File: src/rtl/lsu_align_pkg.sv
// Shared encodings for the load/store alignment unit: save methods,
// RV32I load/store funct3 values, FSM states and small decode helpers.
package lsu_align_pkg;

  localparam logic [1:0] SM_SB = 2'b00;
  localparam logic [1:0] SM_SH = 2'b01;
  localparam logic [1:0] SM_SW = 2'b10;

  localparam logic [2:0] F3_LB  = 3'd0;
  localparam logic [2:0] F3_LH  = 3'd1;
  localparam logic [2:0] F3_LW  = 3'd2;
  localparam logic [2:0] F3_LBU = 3'd4;
  localparam logic [2:0] F3_LHU = 3'd5;
  localparam logic [2:0] F3_SB  = 3'd0;
  localparam logic [2:0] F3_SH  = 3'd1;
  localparam logic [2:0] F3_SW  = 3'd2;

  typedef enum logic [2:0] {
    ST_IDLE = 3'd0,
    ST_RD0  = 3'd1,
    ST_RD1  = 3'd2,
    ST_WR0  = 3'd3,
    ST_WR1  = 3'd4,
    ST_RESP = 3'd5
  } state_e;

  // Access size in bytes; funct3[1:0] encodes byte/half/word for both loads and stores.
  function automatic logic [2:0] size_bytes(input logic [2:0] f3);
    case (f3[1:0])
      2'd0:    size_bytes = 3'd1;
      2'd1:    size_bytes = 3'd2;
      default: size_bytes = 3'd4;
    endcase
  endfunction

  function automatic logic f3_legal(input logic we, input logic [2:0] f3);
    if (we) f3_legal = (f3 == F3_SB) || (f3 == F3_SH) || (f3 == F3_SW);
    else    f3_legal = (f3 == F3_LB) || (f3 == F3_LH) || (f3 == F3_LW) ||
                       (f3 == F3_LBU) || (f3 == F3_LHU);
  endfunction

endpackage

File: src/rtl/lsu_align_lane_merge.sv
// Byte-lane datapath: merges store bytes into the two buffered words and
// extracts/extends load data from the little-endian {buf1, buf0} stream.
module lsu_lane_merge
  import lsu_align_pkg::*;
(
  input  logic [31:0] buf0_i,
  input  logic [31:0] buf1_i,
  input  logic [1:0]  off_i,
  input  logic [2:0]  size_i,
  input  logic [2:0]  funct3_i,
  input  logic [31:0] wdata_i,
  output logic [31:0] wr0_o,
  output logic [31:0] wr1_o,
  output logic [31:0] load_o
);

  logic [63:0] stream;
  logic [63:0] shifted_rd;
  logic [63:0] shifted_wd;
  logic [63:0] bit_mask;
  logic [63:0] merged;
  logic [7:0]  lane_mask;
  logic [5:0]  shamt;

  assign stream = {buf1_i, buf0_i};
  assign shamt  = {1'b0, off_i, 3'b000};

  // Store merge: lanes off..off+size-1 of the 8-byte window take the store bytes.
  always_comb begin
    lane_mask = 8'h00;
    case (size_i)
      3'd1:    lane_mask = 8'b0000_0001;
      3'd2:    lane_mask = 8'b0000_0011;
      default: lane_mask = 8'b0000_1111;
    endcase
    lane_mask  = lane_mask << off_i;
    bit_mask   = '0;
    for (int i = 0; i < 8; i++) begin
      bit_mask[i*8 +: 8] = {8{lane_mask[i]}};
    end
    shifted_wd = {32'h0, wdata_i} << shamt;
    merged     = (stream & ~bit_mask) | (shifted_wd & bit_mask);
    wr0_o      = merged[31:0];
    wr1_o      = merged[63:32];
  end

  // Load extraction with sign or zero extension by funct3.
  always_comb begin
    shifted_rd = stream >> shamt;
    case (funct3_i)
      F3_LB:   load_o = {{24{shifted_rd[7]}}, shifted_rd[7:0]};
      F3_LH:   load_o = {{16{shifted_rd[15]}}, shifted_rd[15:0]};
      F3_LW:   load_o = shifted_rd[31:0];
      F3_LBU:  load_o = {24'h0, shifted_rd[7:0]};
      F3_LHU:  load_o = {16'h0, shifted_rd[15:0]};
      default: load_o = 32'h0;
    endcase
  end

endmodule

File: src/rtl/lsu_align.sv
// Load/store alignment unit: turns byte-addressed RV32I loads/stores into
// full-word memory reads/writes, splitting accesses that cross a word.
module lsu_align
  import lsu_align_pkg::*;
#(
  parameter int ADDR_W = 8
) (
  input  logic              clk,
  input  logic              rst,
  input  logic              req_valid,
  output logic              req_ready,
  input  logic              req_we,
  input  logic [2:0]        req_funct3,
  input  logic [31:0]       req_addr,
  input  logic [31:0]       req_wdata,
  output logic              resp_valid,
  output logic [31:0]       resp_rdata,
  output logic              resp_err,
  output logic [ADDR_W-1:0] mem_word_addr,
  output logic              mem_read,
  output logic              mem_write,
  output logic [1:0]        mem_save_method,
  output logic [31:0]       mem_wdata,
  input  logic [31:0]       mem_rdata
);

  state_e            state_q, state_d;
  logic              we_q, err_q, cross_q;
  logic [2:0]        f3_q;
  logic [1:0]        off_q;
  logic [ADDR_W-1:0] w0_q;
  logic [31:0]       wdata_q, buf0_q, buf1_q;

  logic [1:0]        req_off;
  logic              req_legal;
  logic              req_cross;
  logic [2:0]        size_q;
  logic [31:0]       wr0, wr1, load_val;
  logic              accept;

  // Address bits above the memory's reach are deliberately ignored.
  logic              unused_addr_hi;
  assign unused_addr_hi = ^req_addr[31:ADDR_W+2];

  assign req_off   = req_addr[1:0];
  assign req_legal = f3_legal(req_we, req_funct3);
  assign req_cross = ({2'b00, req_off} + {1'b0, size_bytes(req_funct3)}) > 4'd4;
  assign size_q    = size_bytes(f3_q);
  assign accept    = (state_q == ST_IDLE) && req_valid;

  lsu_lane_merge u_merge (
    .buf0_i   (buf0_q),
    .buf1_i   (buf1_q),
    .off_i    (off_q),
    .size_i   (size_q),
    .funct3_i (f3_q),
    .wdata_i  (wdata_q),
    .wr0_o    (wr0),
    .wr1_o    (wr1),
    .load_o   (load_val)
  );

  // State register, request latch and read-data capture buffers.
  always_ff @(posedge clk) begin
    if (rst) begin
      state_q <= ST_IDLE;
      we_q    <= 1'b0;
      err_q   <= 1'b0;
      cross_q <= 1'b0;
      f3_q    <= 3'd0;
      off_q   <= 2'd0;
      w0_q    <= '0;
      wdata_q <= 32'h0;
      buf0_q  <= 32'h0;
      buf1_q  <= 32'h0;
    end else begin
      state_q <= state_d;
      if (accept) begin
        we_q    <= req_we;
        err_q   <= !req_legal;
        cross_q <= req_cross;
        f3_q    <= req_funct3;
        off_q   <= req_off;
        w0_q    <= req_addr[ADDR_W+1:2];
        wdata_q <= req_wdata;
      end
      if (state_q == ST_RD0) buf0_q <= mem_rdata;
      if (state_q == ST_RD1) buf1_q <= mem_rdata;
    end
  end

  // Next-state sequencing of read, write and response phases.
  always_comb begin
    state_d = state_q;
    case (state_q)
      ST_IDLE: begin
        if (req_valid) begin
          if (!req_legal)                                   state_d = ST_RESP;
          else if (!req_we)                                 state_d = ST_RD0;
          else if (req_funct3 == F3_SW && req_off == 2'd0)  state_d = ST_WR0;
          else                                              state_d = ST_RD0;
        end
      end
      ST_RD0:  state_d = cross_q ? ST_RD1 : (we_q ? ST_WR0 : ST_RESP);
      ST_RD1:  state_d = we_q ? ST_WR0 : ST_RESP;
      ST_WR0:  state_d = cross_q ? ST_WR1 : ST_RESP;
      ST_WR1:  state_d = ST_RESP;
      ST_RESP: state_d = ST_IDLE;
      default: state_d = ST_IDLE;
    endcase
  end

  // Memory and response outputs decoded from the current state.
  always_comb begin
    req_ready       = (state_q == ST_IDLE);
    resp_valid      = (state_q == ST_RESP);
    resp_err        = (state_q == ST_RESP) && err_q;
    resp_rdata      = (state_q == ST_RESP && !we_q && !err_q) ? load_val : 32'h0;
    mem_read        = !rst && (state_q == ST_RD0 || state_q == ST_RD1);
    mem_write       = !rst && (state_q == ST_WR0 || state_q == ST_WR1);
    mem_save_method = SM_SW;
    mem_word_addr   = '0;
    mem_wdata       = 32'h0;
    case (state_q)
      ST_RD0:  mem_word_addr = w0_q;
      ST_RD1:  mem_word_addr = w0_q + 1'b1;
      ST_WR0: begin
        mem_word_addr = w0_q;
        mem_wdata     = wr0;
      end
      ST_WR1: begin
        mem_word_addr = w0_q + 1'b1;
        mem_wdata     = wr1;
      end
      default: ;
    endcase
  end

endmodule

File: config.mk
export PLATFORM = sky130hd
export DESIGN_NAME = lsu_align
export DESIGN_NICKNAME = d
export VERILOG_FILES = /design/src/rtl/lsu_align_pkg.sv /design/src/rtl/lsu_align_lane_merge.sv /design/src/rtl/lsu_align.sv
export SDC_FILE = /design/constraint.sdc
export NUM_CORES = 1
export LEC_CHECK = 0
export CAP_MARGIN = 30
export CORE_UTILIZATION = 30
export DETAILED_ROUTE_END_ITERATION = 10
export DONT_BUFFER_PORTS = 1
export PLACE_DENSITY_LB_ADDON = 0.15
export SYNTH_ARGS = -nofsm -noshare
export SYNTH_HDL_FRONTEND = slang
export SYNTH_HIERARCHICAL = 1
export SYNTH_SLANG_ARGS = --single-unit
File: constraint.sdc
create_clock -name clk -period 3.1 [get_ports clk]
set_input_delay 0.31 -clock clk [delete_from_list [all_inputs] [get_ports clk]]
set_output_delay 0.31 -clock clk [all_outputs]
set_load 0.01 [all_outputs]
# Word-level counts from Yosys, hierarchy flattened
# Index checks and enable logic that the tools add are counted.
[word_totals]
ff_bits = 115
latchBits = 0
ramBits = 0
mem_bits_ro = 0
input_bits = 103
out_inout_bits = 79
n_memories = 0
[classes]
add_sub_neg = 2
multipliers = 0
div = 0
n_lt_le_gt_ge = 1
eq_ne = 18
n_shift = 3
muxes = 16
bitwise_logic = 4
n_reduce_logical = 25
[ops]
columns = ["cell", "n"]
rows = [
  ["$pmux 32 s5", 1],
  ["$and 64x64->64", 2],
  ["$not 64->64", 1],
  ["$or 64x64->64", 1],
  ["$pmux 32 s2", 1],
  ["$shl 32x5->64", 1],
  ["$shr 64x5->32", 1],
  ["$mux 32", 1],
  ["$eq 3x3->1 const B", 6],
  ["$pmux 8 s2", 1],
  ["$eq 3x2->1 const B", 5],
  ["$pmux 3 s5", 1],
  ["$eq 3x1->1 const B", 4],
  ["$mux 3", 4],
  ["$pmux 3 s2", 2],
  ["$logic_not 3->1", 3],
  ["$add 8x1->8 const B", 1],
  ["$pmux 4 s2", 1],
  ["$shl 4x2->8", 1],
  ["$logic_and 1x1->1", 7],
  ["$logic_not 2->1", 3],
  ["$logic_or 1x1->1", 6],
  ["$add 2x3->4", 1],
  ["$eq 2x1->1 const B", 2],
  ["other kinds (6)", 12],
]

# Longest topological paths before layout
[logic_depth]
ltp_word = 9
depth_mapped = 8
ltp_nobuf = 7

# Modules after synthesis
# The synthesis kept the hierarchy.
[modules_own_cells]
columns = ["mod", "instances", "cells_per_inst", "area_per_inst_um2"]
rows = [
  ["lsu_align", 1, 656, 4973.5],
  ["lsu_lane_merge", 1, 277, 2608.8],
]

# Least setup slack after synthesis
# Ideal clock, no wire load.
[synth_path]
kind = "flip-flop to output port"
from = "register f3_q[0]"
to = "output mem_wdata[16]"
arrival_ns = 1.880
t_required_ns = 2.790
path_slack_ns = 0.910
path_stages_with_launch = 8
n_path_buf = 1
path_cell_list = "dfxtp_1 nor2b_1 nand2b_1 o21a_2 o31a_1 buf_6 mux2_4 a22o_1"
[synth_between]
elab_chain_len = 9
elab_cells_between_ends = 12
[synth_rtl]
columns = ["element", "line", "source"]
rows = [
  ["start: declaration", "lsu_align.sv:29", "logic [2:0] f3_q;"],
  ["start signal: assignment", "lsu_align.sv:82", "f3_q <= req_funct3;"],
  ["$eq 2x1->1 or $logic_not 2->1 (tied branches)", "lsu_align_pkg.sv:29", "case (f3[1:0])"],
  ["$pmux 3 s2 (*)", "lsu_align_pkg.sv:29", ""],
  ["named net size_q[1]", "lsu_align.sv:37", "logic [2:0] size_q;"],
  ["$eq 3x2->1 or $eq 3x1->1 (tied branches)", "lsu_align_lane_merge.sv:31", "case (size_i)"],
  ["$pmux 4 s2 (*)", "lsu_align_lane_merge.sv:31", ""],
  ["$shl 4x2->8 (*)", "lsu_align_lane_merge.sv:36", "lane_mask = lane_mask << off_i;"],
  ["$not 64->64", "lsu_align_lane_merge.sv:42", "merged = (stream & ~bit_mask) | (shifted_wd & bit_mask);"],
  ["$and 64x64->64", "lsu_align_lane_merge.sv:42", ""],
  ["$or 64x64->64 (*)", "lsu_align_lane_merge.sv:42", ""],
  ["named net wr0[16]", "lsu_align.sv:38", "logic [31:0] wr0, wr1, load_val;"],
  ["$pmux 32 s2 (*)", "lsu_align.sv:124", "case (state_q)"],
  ["end: declaration", "lsu_align.sv:23", "output logic [31:0] mem_wdata,"],
]
# Mark *: on every way through the listed nets, which the timed path passes. The rest lies on a longest branch.

# Worst setup path after layout
[layout_path]
from = "register f3_q[0]"
to = "output mem_wdata[21]"
# The elaborated chain is that of the path after synthesis.

==> run summary <==
Status - completed
Placed Cells - 1188
Share of layout cells above drive strength 1 - 17.2%
Crit path kind - flop to output pin
Die ar. - 0.0259 mm2
Reg2Reg Depth - 6
PwrDens - 632 mW/mm2
Max VDD drop - 0.391 mV
Area of the core - 0.0245 mm2
Synth top cells by count - 268 x nand2_1, 127 x a21oi_1, 115 x dfxtp_1
Final setup viols - 0
Pre-antenna DRT Iters - 4
Top Usage Layer GRT - met2
Synth Cell Area - 0.00758 mm2
Area delta synth->final - 9.29%
Clock insertion delay at the later pin of the skew report - 0.42 ns
Hold WC Path Type - input pin to flop
Post-DR vias/cell - 5.24
Tcrit/Tclk final - 94.3%
Hold Crit Depth - 2
# port buffers - 0
Die Y-Extent - 161 um
Clk buf depth - 2
I/O pin count - 182
Largest net degree at the start of global routing - 116
CP Launch Type - flop
Post-synth EDFFs - 0
First-pass GRT wire length - 40.2 mm
Clock Skew - 0.00527 ns
Synth cell types - 59
Final RePlAce weighted congestion - 0.869
Hold Path Origin - mem_rdata[6]
Layout fillers - 2643
TritonCTS sink count - 115
M3 GR Usage - 6.14%
Yosys top cell by area - dfxtp_1
Vias in the first global route - 6159
Crit end category - output pin
Routed Antenna Nets - 0
Met2 usage in global routing - 34.2%
Syn Inst Count - 933
Postcts setup bufs - 0
Unrepaired setup endpoints after global routing - no
Max FO, Critical Path - 9
Initial DRC Count - 367
Initial antenna violation count - 0
Die W - 161 um
Row Count - 57
Total CTS buffers - 17
Routed vias - 6403
CP Data Required Time - 2.79 ns
Initial Utilization - 30.9%
# DRC - 0
Top cell type's share of synthesized area - 30.4%
Final slew viol count - 0
Most frequent cell after synthesis - nand2_1
GRT met1 Usage - 26.3%
Final wirelength - 26.9 mm
CTS tree - done
DP HPWL - 19.8 mm
WL/cell - 22.0 um
Ys async rst share - 0%
H-tree level count - 4
Final TNS setup - 0 ns
Fin crit period - 2.92 ns
Root buf cell - clkbuf_16
Post-layout net count - 991
Reg2reg setup slack - 1.11 ns
Fmax - 342 MHz
Worst Hold End - buf0_q[6]
Final Hold Viols - 0
Worst r2r src - state_q[0]
N_diodes - 0
Post-synthesis register bit count - 115
Post-Syn Nets - 1040
Synth area leaders - dfxtp_1 30%, nand2_1 13%, a21oi_1 8.4%, mux4_2 8.3%, a22o_1 5.8%
Gr ovfl total - 0
Yosys warns - 6
Seq/Total Area, Yosys - 30.4%
Layout Cells excl Fill - 1221
Avg Inst Size Synth - 8.13 um2
Worst r2r dst - wdata_q[9]
Ys flop type - dfxtp_1
Max Cap Viol - 0
Arrival @ worst endpoint - 2.61 ns
Relative slew slack - 52.2%
Clock slew at reported path FFs - 0.06 ns
Worst Max-Slew Pin Slew - 0.716 ns
Leak - 2.93 nW
Total track usage - 20.9%
logic make-up (layout without fill, tap and decap cells):
| family | count (synthesis) | in the layout | share of synthesized area [%] |
|---|---|---|---|
| and+or+nand+nor | 383 | 383 | 22.2 |
| muxes | 109 | 109 | 20.7 |
| DFF | 115 | 115 | 30.4 |
| xor gates and xnor gates | 5 | 5 | 0.578 |
| AOI/OAI and AO/OA | 225 | 225 | 18.5 |
| other | 2 | 2 | 0.0990 |
| adders and majority gates | 4 | 4 | 0.759 |
| buffers and inverters | 90 | 54 | 6.75 |
sequential cells by signal, indices dropped and copies added (netlist names):
signal and cells:
buf0_q 32, buf1_q 32, wdata_q 32, w0_q 8, f3_q 3, state_q 3, off_q 2, cross_q 1
err_q 1, we_q 1
final cells by class:
| class | instances | area (um2) | share of cell area [%] |
|---|---|---|---|
| Clock buffer | 17 | 425 | 5.13 |
| Clock inverter | 15 | 183 | 2.20 |
| Inverter | 3 | 11.3 | 0.136 |
| Timing Repair Buffer | 19 | 175 | 2.11 |
| Sequential cell | 115 | 2310 | 27.9 |
| Multi-Input combinational cell | 728 | 4780 | 57.7 |
| Tap cell | 324 | 405 | 4.89 |
worst max-delay path, stage by stage (launching register included):
cell and delay [ns]:
dfxtp_1 0.54, nor2b_1 0.30, nand2b_1 0.10, o21a_2 0.22, o31a_2 0.42, mux2_4 0.34
a22o_1 0.28
metal layers:
metal / wire, um / up-vias
met3: 2200 / 27
met5: 0 / -
met2: 12700 / 222
met1: 11400 / 3021
met4: 600 / 0
li1: - / 3133
how the worst max path moves through the flow:
stage	startpoint	end	slack [ns]	cells after the start
6_report	f3_q[0]	mem_wdata[21]	0.18	6
4_1_cts	f3_q[0]	mem_wdata[12]	0.03	5
2_1_floorplan	f3_q[0]	mem_wdata[16]	0.91	7
5_1_grt	f3_q[0]	mem_wdata[23]	0.01	6
3_5_place_dp	f3_q[0]	mem_wdata[12]	0.49	5
3_3_place_gp	f3_q[0]	mem_wdata[23]	0.51	6
cell usage in the layout (no fill, tap or decap), types with 2 or more instances in the layout:
master,Yosys,layout
a211oi_1,3,3
dfxtp_2,0,2
nor2_1,25,24
nor2b_1,16,15
mux2_4,17,17
dfxtp_1,115,112
clkbuf_16,0,17
nand2b_1,4,4
nor2_2,1,2
a22o_1,50,50
clkinv_4,0,5
nand2_2,10,10
bufinv_16,0,3
inv_1,3,3
clkinv_2,0,3
mux2_1,4,4
o21ai_2,1,2
and2_1,37,37
a21oi_1,127,127
nor2_4,2,2
nand2_1,268,268
ha_1,3,3
o21ai_1,9,8
nor3_1,5,5
mux4_2,28,28
a31oi_1,2,2
inv_6,0,3
xor2_1,2,2
o21ai_0,19,19
nand3_1,4,4
mux2_2,30,30
buf_4,18,17
conb_1,2,2
xnor2_1,3,3
mux2i_1,30,30
power by group:
part	internal (mW)	switching (mW)	total [mW]
Sequential	1.62	0.222	1.84
Combinational	0.539	0.821	1.36
Clock	1.27	0.764	2.03
Total	3.43	1.81	5.24
repair_timing:
action,4_1_cts,5_1_grt
endpoints found under the setup margin,0,16
endpoints found under the hold margin,115,0
gates resized for setup,0,3
hold buffers,1,0
through the flow:
| stage | utilization [%] | hold WS (ns) | instance area [um2] | power (mW) | setup WS [ns] |
|---|---|---|---|---|---|
| 6_report | 33.8 | 0.0177 | 8290 | 5.24 | 0.178 |
| 5_1_grt | 33.8 | 0.00764 | 8290 | 5.52 | 0.0138 |
| 4_1_cts | 33.8 | 0.00643 | 8280 | 5.29 | 0.0341 |
| 3_5_place_dp | 31.2 | 0.396 | 7640 | 3.21 | 0.487 |
| 3_3_place_gp | 31.2 | 0.396 | 7640 | 3.20 | 0.514 |
| 2_1_floorplan | - | 0.437 | 7580 | 2.89 | 0.910 |
Power figures use the tool's default switching activity.
